**src/rtl/div_job_scheduler.sv**
```systemverilog
// div_job_scheduler
//   Front-end for the serial divider core. Two requesters submit divide jobs;
//   a round-robin arbiter accepts one at a time, launches the divider with a
//   one-cycle start pulse, waits for the finish pulse, and returns quotient /
//   remainder to the owning requester over a valid/ready channel.
//   Divide-by-zero is answered locally (quotient all ones, remainder =
//   dividend) without starting the divider.
//
//   Optional feature macro: DIV_SCHED_WATCHDOG_EN
//     When defined, a BUSY-cycle counter aborts a job that has not finished
//     after WDOG_CYCLES cycles (div_abort_o pulse, rsp_err_o=1, zero result).
//     When undefined, BUSY waits indefinitely and div_abort_o/rsp_err_o are 0.
//
// Ports
//   clk_i, reset_i            clock, asynchronous active-high reset
//   req_valid_i/req_ready_o   per-requester job handshake (2 bits)
//   req_dividend_i/divisor_i  requester n operands in [n*XLEN +: XLEN]
//   rsp_valid_o/rsp_ready_i   per-requester response handshake (2 bits)
//   rsp_quotient_o/remainder  shared result bus, held during response
//   rsp_dbz_o, rsp_err_o      divide-by-zero / watchdog-abort flags
//   div_start_o, div_*_o      divider launch pulse and registered operands
//   div_fini_i, div_*_i       divider done pulse and its results
//   div_abort_o               one-cycle watchdog abort to the divider
//   busy_o                    registered, high whenever a job is in flight
module div_job_scheduler #(
  parameter int unsigned XLEN        = 32,
  parameter int unsigned WDOG_CYCLES = 80
) (
  input  logic              clk_i,
  input  logic              reset_i,
  input  logic [1:0]        req_valid_i,
  output logic [1:0]        req_ready_o,
  input  logic [2*XLEN-1:0] req_dividend_i,
  input  logic [2*XLEN-1:0] req_divisor_i,
  output logic [1:0]        rsp_valid_o,
  input  logic [1:0]        rsp_ready_i,
  output logic [XLEN-1:0]   rsp_quotient_o,
  output logic [XLEN-1:0]   rsp_remainder_o,
  output logic              rsp_dbz_o,
  output logic              rsp_err_o,
  output logic              div_start_o,
  output logic [XLEN-1:0]   div_dividend_o,
  output logic [XLEN-1:0]   div_divisor_o,
  input  logic              div_fini_i,
  input  logic [XLEN-1:0]   div_quotient_i,
  input  logic [XLEN-1:0]   div_remainder_i,
  output logic              div_abort_o,
  output logic              busy_o
);

  typedef enum logic [1:0] {IDLE, ISSUE, BUSY, RESP} state_t;

  state_t          state, state_nxt;
  logic            last_grant;
  logic            owner;
  logic            grant;
  logic            grant_vld;
  logic            accept;
  logic [XLEN-1:0] sel_dividend;
  logic [XLEN-1:0] sel_divisor;
  logic            wdog_expire;

  if (WDOG_CYCLES == 0) begin : g_bad_wdog
    $error("div_job_scheduler: WDOG_CYCLES must be at least 1");
  end

  // Round-robin: on contention the requester not served last wins.
  always_comb begin
    grant_vld = |req_valid_i;
    if (&req_valid_i) grant = ~last_grant;
    else              grant = req_valid_i[1];
  end

  always_comb begin
    sel_dividend = grant ? req_dividend_i[XLEN +: XLEN] : req_dividend_i[0 +: XLEN];
    sel_divisor  = grant ? req_divisor_i[XLEN +: XLEN]  : req_divisor_i[0 +: XLEN];
  end

  // Ready is gated by reset so every output reads 0 while reset is held.
  always_comb begin
    req_ready_o = '0;
    if (state == IDLE && grant_vld && !reset_i) req_ready_o[grant] = 1'b1;
  end

  assign accept = (state == IDLE) && grant_vld;

`ifdef DIV_SCHED_WATCHDOG_EN
  localparam int unsigned WDOG_W = $clog2(WDOG_CYCLES + 1);
  logic [WDOG_W-1:0] wdog_cnt;

  // Counter holds the number of BUSY cycles already completed, so it
  // expires in the WDOG_CYCLES-th BUSY cycle; a finish in that cycle wins.
  always_ff @(posedge clk_i or posedge reset_i) begin
    if (reset_i)               wdog_cnt <= '0;
    else if (state == ISSUE)   wdog_cnt <= '0;
    else if (state == BUSY)    wdog_cnt <= wdog_cnt + 1'b1;
  end

  assign wdog_expire = (state == BUSY) && !div_fini_i &&
                       (wdog_cnt == WDOG_W'(WDOG_CYCLES - 1));
`else
  assign wdog_expire = 1'b0;
`endif

  assign div_abort_o = wdog_expire;

  always_ff @(posedge clk_i or posedge reset_i) begin
    if (reset_i) state <= IDLE;
    else         state <= state_nxt;
  end

  always_comb begin
    state_nxt   = state;
    div_start_o = 1'b0;
    rsp_valid_o = '0;
    case (state)
      IDLE:  if (accept) state_nxt = (sel_divisor == '0) ? RESP : ISSUE;
      ISSUE: begin
        div_start_o = 1'b1;
        state_nxt   = BUSY;
      end
      BUSY:  if (div_fini_i || wdog_expire) state_nxt = RESP;
      RESP: begin
        rsp_valid_o[owner] = 1'b1;
        if (rsp_ready_i[owner]) state_nxt = IDLE;
      end
      default: state_nxt = IDLE;
    endcase
  end

  always_ff @(posedge clk_i or posedge reset_i) begin
    if (reset_i) begin
      last_grant      <= 1'b1;
      owner           <= 1'b0;
      busy_o          <= 1'b0;
      div_dividend_o  <= '0;
      div_divisor_o   <= '0;
      rsp_quotient_o  <= '0;
      rsp_remainder_o <= '0;
      rsp_dbz_o       <= 1'b0;
      rsp_err_o       <= 1'b0;
    end else begin
      busy_o <= (state_nxt != IDLE);
      case (state)
        IDLE: if (accept) begin
          owner          <= grant;
          last_grant     <= grant;
          div_dividend_o <= sel_dividend;
          div_divisor_o  <= sel_divisor;
          rsp_err_o      <= 1'b0;
          rsp_dbz_o      <= (sel_divisor == '0);
          if (sel_divisor == '0) begin
            rsp_quotient_o  <= '1;
            rsp_remainder_o <= sel_dividend;
          end
        end
        BUSY: if (div_fini_i) begin
          rsp_quotient_o  <= div_quotient_i;
          rsp_remainder_o <= div_remainder_i;
          rsp_dbz_o       <= 1'b0;
          rsp_err_o       <= 1'b0;
        end else if (wdog_expire) begin
          rsp_quotient_o  <= '0;
          rsp_remainder_o <= '0;
          rsp_dbz_o       <= 1'b0;
          rsp_err_o       <= 1'b1;
        end
        default: ;
      endcase
    end
  end

endmodule

```
**config.mk**
```make
export PLATFORM = sky130hd
export DESIGN_NAME = div_job_scheduler
export DESIGN_NICKNAME = d
export VERILOG_FILES = /design/src/rtl/div_job_scheduler.sv
export SDC_FILE = /design/constraint.sdc
export NUM_CORES = 1
export LEC_CHECK = 0
export ABC_CLOCK_PERIOD_IN_PS = 6600
export BUFFER_PORTS_ARGS = -buffer_cell sky130_fd_sc_hd__buf_2
export CORE_AREA = 3 3 128 130
export CTS_CLUSTER_SIZE = 25
export DETAILED_ROUTE_END_ITERATION = 10
export DIE_AREA = 0 0 131 133
export GPL_TIMING_DRIVEN = 0
export PLACE_DENSITY = 0.81
export SLEW_MARGIN = 25
export SYNTH_ARGS = -nofsm -noshare
export SYNTH_HDL_FRONTEND = slang
export SYNTH_SLANG_ARGS = --single-unit
```
**constraint.sdc**
```tcl
create_clock -name clk_i -period 6.6 [get_ports clk_i]
set_input_delay 1.98 -clock clk_i [delete_from_list [all_inputs] [get_ports clk_i]]
set_output_delay 1.98 -clock clk_i [all_outputs]
set_load 0.01 [all_outputs]
```
==> results <==
- The endpoint arrival time on the critical path is roughly 3400 ps.
- Once the clock tree was built, the setup fixing pass inserted 0 buffers.
- Counting every instance in the synthesized netlist gives roughly 550.
- The sum of negative setup slack is 0 ps.
- The multi-input combinational cell area is 2500 um^2.
- The die outline area is 17400 um^2.
- The detailed placer's ending HPWL is about 16 mm.
- Timing analysis after detailed placement gives a worst setup slack of 1260 ps.
- Between clock sinks in the finished design, the worst skew comes to 7.30 ps.
- The most common cell in the synthesized netlist is sky130_fd_sc_hd__dfrtp_1.
- The residual antenna-violating net count after detailed routing is 0.
- Port buffering added ~330 buffers.
- The sum of routed wire length over all layers is 20.7 mm.
- TritonCTS built the clock tree.
- After synthesis the cells add up to 6100 um^2.
- The number of vias in the routed layout is 5732.
- Derived from the worst setup path, the maximum achievable clock frequency is 0.188 GHz.
- The clock-pin slew on the worst setup and hold paths is 60 ps.
- The commonest cells after synthesis are 133 x sky130_fd_sc_hd__dfrtp_1, 104 x sky130_fd_sc_hd__nand2_1, 65 x sky130_fd_sc_hd__o21ai_0, 64 x sky130_fd_sc_hd__mux2i_1, 37 x sky130_fd_sc_hd__o21ai_1.
- The detailed router finished its first iteration with 324 violations.
- The number of hold violations in the final report came to 0.
- The core area is about 15000 um^2.
- The proportion of synthesized chip area in sequential cells is 0.550.
- After detailed placement, the design holds a cell count of 1093.
- The number of max-capacitance violations reported is 0.
- The detail-routed via count per cell is 5.09.
- The number of gates resized after CTS was 0.
- STA classifies the critical path endpoint as an output pin.
- Sorting the synthesized cells by area gives the leading types as sky130_fd_sc_hd__dfrtp_1 55%, sky130_fd_sc_hd__mux2i_1 11%, sky130_fd_sc_hd__nand2_1 6.4%, sky130_fd_sc_hd__o21ai_0 5.3%, sky130_fd_sc_hd__mux2_4 4.9%.
- The total global routing overflow is 0.
- The count of nets after finishing is 1100.
- The per-instance average area after synthesis is 11.1 um^2.
- The worst endpoint required time is 4620 ps.
- At the pin with the least slew margin, the transition time is 774 ps.
- The initial utilization of the core area, before any placement, comes to 0.400.
- The power per cell area is 478 nW/um^2.
- The worst hold path class is register to register.
- The count of flip-flops with a built-in enable after synthesis is 0.
- The placed instances occupy a cell area of 8070 um^2.
- Clock tree synthesis selected as its root buffer the cell sky130_fd_sc_hd__clkbuf_16.
- The final-report setup violation count is 0.
- During I/O placement, the number of pins put on the boundary was roughly 340.
- The sink count of the clock tree is 134.
- After floorplanning, the core was divided into 45 placement rows.
- The number of distinct library cells after synthesis is 30.
- The register bit count reported by yosys is about 130.
- The cell that appears most often on the critical path is sky130_fd_sc_hd__buf_2.
- The tightest hold margin is between 400 and 500 ps.
- The critical hold path startpoint is div_dividend_o[22].
- Measured on the finished design, the core utilization comes to 0.564.
- The minimum clock period after layout is ~5300 ps.
- Dividing the detail-routed wire length by the instance count gives 18.4 um.
- Entering global routing, the biggest net connects 72 pins.
- The static power due to leakage is between 4 and 5 nW.
- The post-detailed-route DRC marker count is 0.
- The period utilization is 0.808.
- The congestion estimate from routability-driven global placement came to 0.940.
- Across all setup checks in the final design, the least slack found is 1270 ps.
- The count of buffer and inverter cells on the critical path is 4.
- The worst register-to-register path begins at state[1].
- TritonCTS created 17 clock buffers.
- The area growth from synthesis to layout is 41.2%.
- The number of antenna violations at the first check in global routing was 2.
- The area used by sequential logic in the layout is between 3000 and 4000 um^2.
- The largest fanout on the critical path is 10.
- The number of global-route vias before repair is approximately 6000.
- The area of all placed cells without fillers is 8610 um^2.
- The Yosys warning count is 0.
- The peak ir drop on the vdd network is 0.240 mV.
- The area share of the largest cell type after synthesis is 0.546.
- The first global-routing pass estimated around 31 mm of wire.
- The post-route total power is 4.12 mW.
- The first-pass iteration count of the detailed router is 5.
- Across every metal layer, demand over resource in global routing totals 0.233.
- In this run the worst setup path begins at req_valid_i[1].
- Walking the worst path, the cells encountered are buf_2 > o21ai_1 > buf_2 > clkbuf_1 > nor3_1 > buf_2.
- After filler insertion, the fill cell instance count of the layout stands at 1343.
- The H-tree was split into 4 levels.
- The overall die width is 131 um.
- Setup repair after global routing left no endpoint under its margin.
- The fraction of final layout cells sized beyond drive strength 1 is 0.451.
- The later pin in the worst-skew pair is clocked with a latency of 410 ps.
- Among all stages on the critical path, the largest delay is contributed by sky130_fd_sc_hd__clkbuf_1.
- The share of flip-flops with an asynchronous set or reset after synthesis is 1.00.
- The die boundary height is 133 um.
- The hold buffer count at cts is 0.
- The clock passes through at most 2 buffers.
- The synthesized design spends more area on one cell type than any other, namely sky130_fd_sc_hd__dfrtp_1.
- By startpoint and endpoint, the worst setup path is classified as input port to output pin.
- The run finished with clean final reports.
- In this run the tightest slew margin relative to its limit is 0.484.
- For this run, the leading register cell type out of synthesis is sky130_fd_sc_hd__dfrtp_1.
- The final-report max-slew violation count came to 0.
- Once layout is complete, the cells apart from fillers number 1127.
- The critical path's largest stage delay is roughly 440 ps.
- The dominant delay contributor by cell family on the critical path is buffers and inverters.
- STA classifies the critical path startpoint as an input port.
layout make-up:
cell class / instances / area share
Sequential cell: 134 / 0.390
Multi-Input combinational cell: 372 / 0.290
Timing Repair Buffer: 334 / 0.197
Clock buffer: 19 / 0.0514
Tap cell: 211 / 0.0307
Buffer: 41 / 0.0283
Clock inverter: 13 / 0.0113
Inverter: 1 / 0.00131
Antenna cell: 2 / 0.000581
worst min-delay path: cells and delay by family (launching register included):
family	cells	cell delay [ps]
DFF	1	340
AOI/OAI and AO/OA	1	60
and+or+nand+nor	1	40
where the power goes:
part | leakage (nW) | total, mW | switching (mW) | internal (mW)
Sequential | 1.61 | 1.43 | 0.214 | 1.22
Clock | 0.257 | 0.867 | 0.373 | 0.493
Combinational | 2.61 | 1.82 | 1.01 | 0.812
Total | 4.47 | 4.12 | 1.59 | 2.53
sequential cells by signal (all words and copies together) (netlist names):
register / cells
state: 2
busy_o: 1
div_divisor_o: 32
owner: 1
div_dividend_o: 32
rsp_quotient_o: 32
rsp_dbz_o: 1
rsp_remainder_o: 32
last_grant: 1
path summary, 6_finish.rpt:
| path | end | slack [ps] | cells after the start |
|---|---|---|---|
| max | req_ready_o[0] | 1270 | 6 |
| min | div_dividend_o[22] | 480 | 2 |
| max reg2reg | rsp_remainder_o[31] | 4450 | 5 |
| min reg2reg | div_dividend_o[22] | 480 | 2 |
| max in group asynchronous | div_dividend_o[8] | 4280 | 3 |
| min in group asynchronous | div_divisor_o[2] | 1620 | 2 |
per-layer routing:
| metal | wire, um | global-route usage | up-vias |
|---|---|---|---|
| met5 | 0 | 0 | - |
| met4 | 498 | 0.0869 | 0 |
| met3 | 1540 | 0.0670 | 36 |
| met2 | 10200 | 0.385 | 265 |
| met1 | 8440 | 0.287 | 2772 |
| li1 | - | - | 2659 |
kinds of logic after synthesis:
| logic type | share of synthesized area |
|---|---|
| compound gates | 0.134 |
| simple gates | 0.0962 |
| flops | 0.550 |
| mux | 0.178 |
| buf+inv | 0.0406 |
| other cells | 0.000615 |
placed cells by master (no fill, tap or decap), drive strengths merged:
cell | Yosys | routed
buf | 24 | 358
dfrtp | 133 | 133
nand2 | 104 | 104
o21ai | 102 | 102
mux2i | 64 | 64
clkbuf | 17 | 36
mux2 | 33 | 33
o22a | 32 | 32
nor4 | 16 | 16
inv | 1 | 5
clkinv | 0 | 5
nand4 | 4 | 4
clkinvlp | 0 | 4
nor3 | 4 | 4
nor2 | 3 | 3
diode | 0 | 2
nor2b | 2 | 2
conb | 1 | 2
a21boi | 1 | 1
o31a | 1 | 1
and2 | 1 | 1
nand3 | 1 | 1
and3 | 1 | 1
o2bb2ai | 1 | 1
dfstp | 1 | 1
Power figures use the tool's default switching activity.
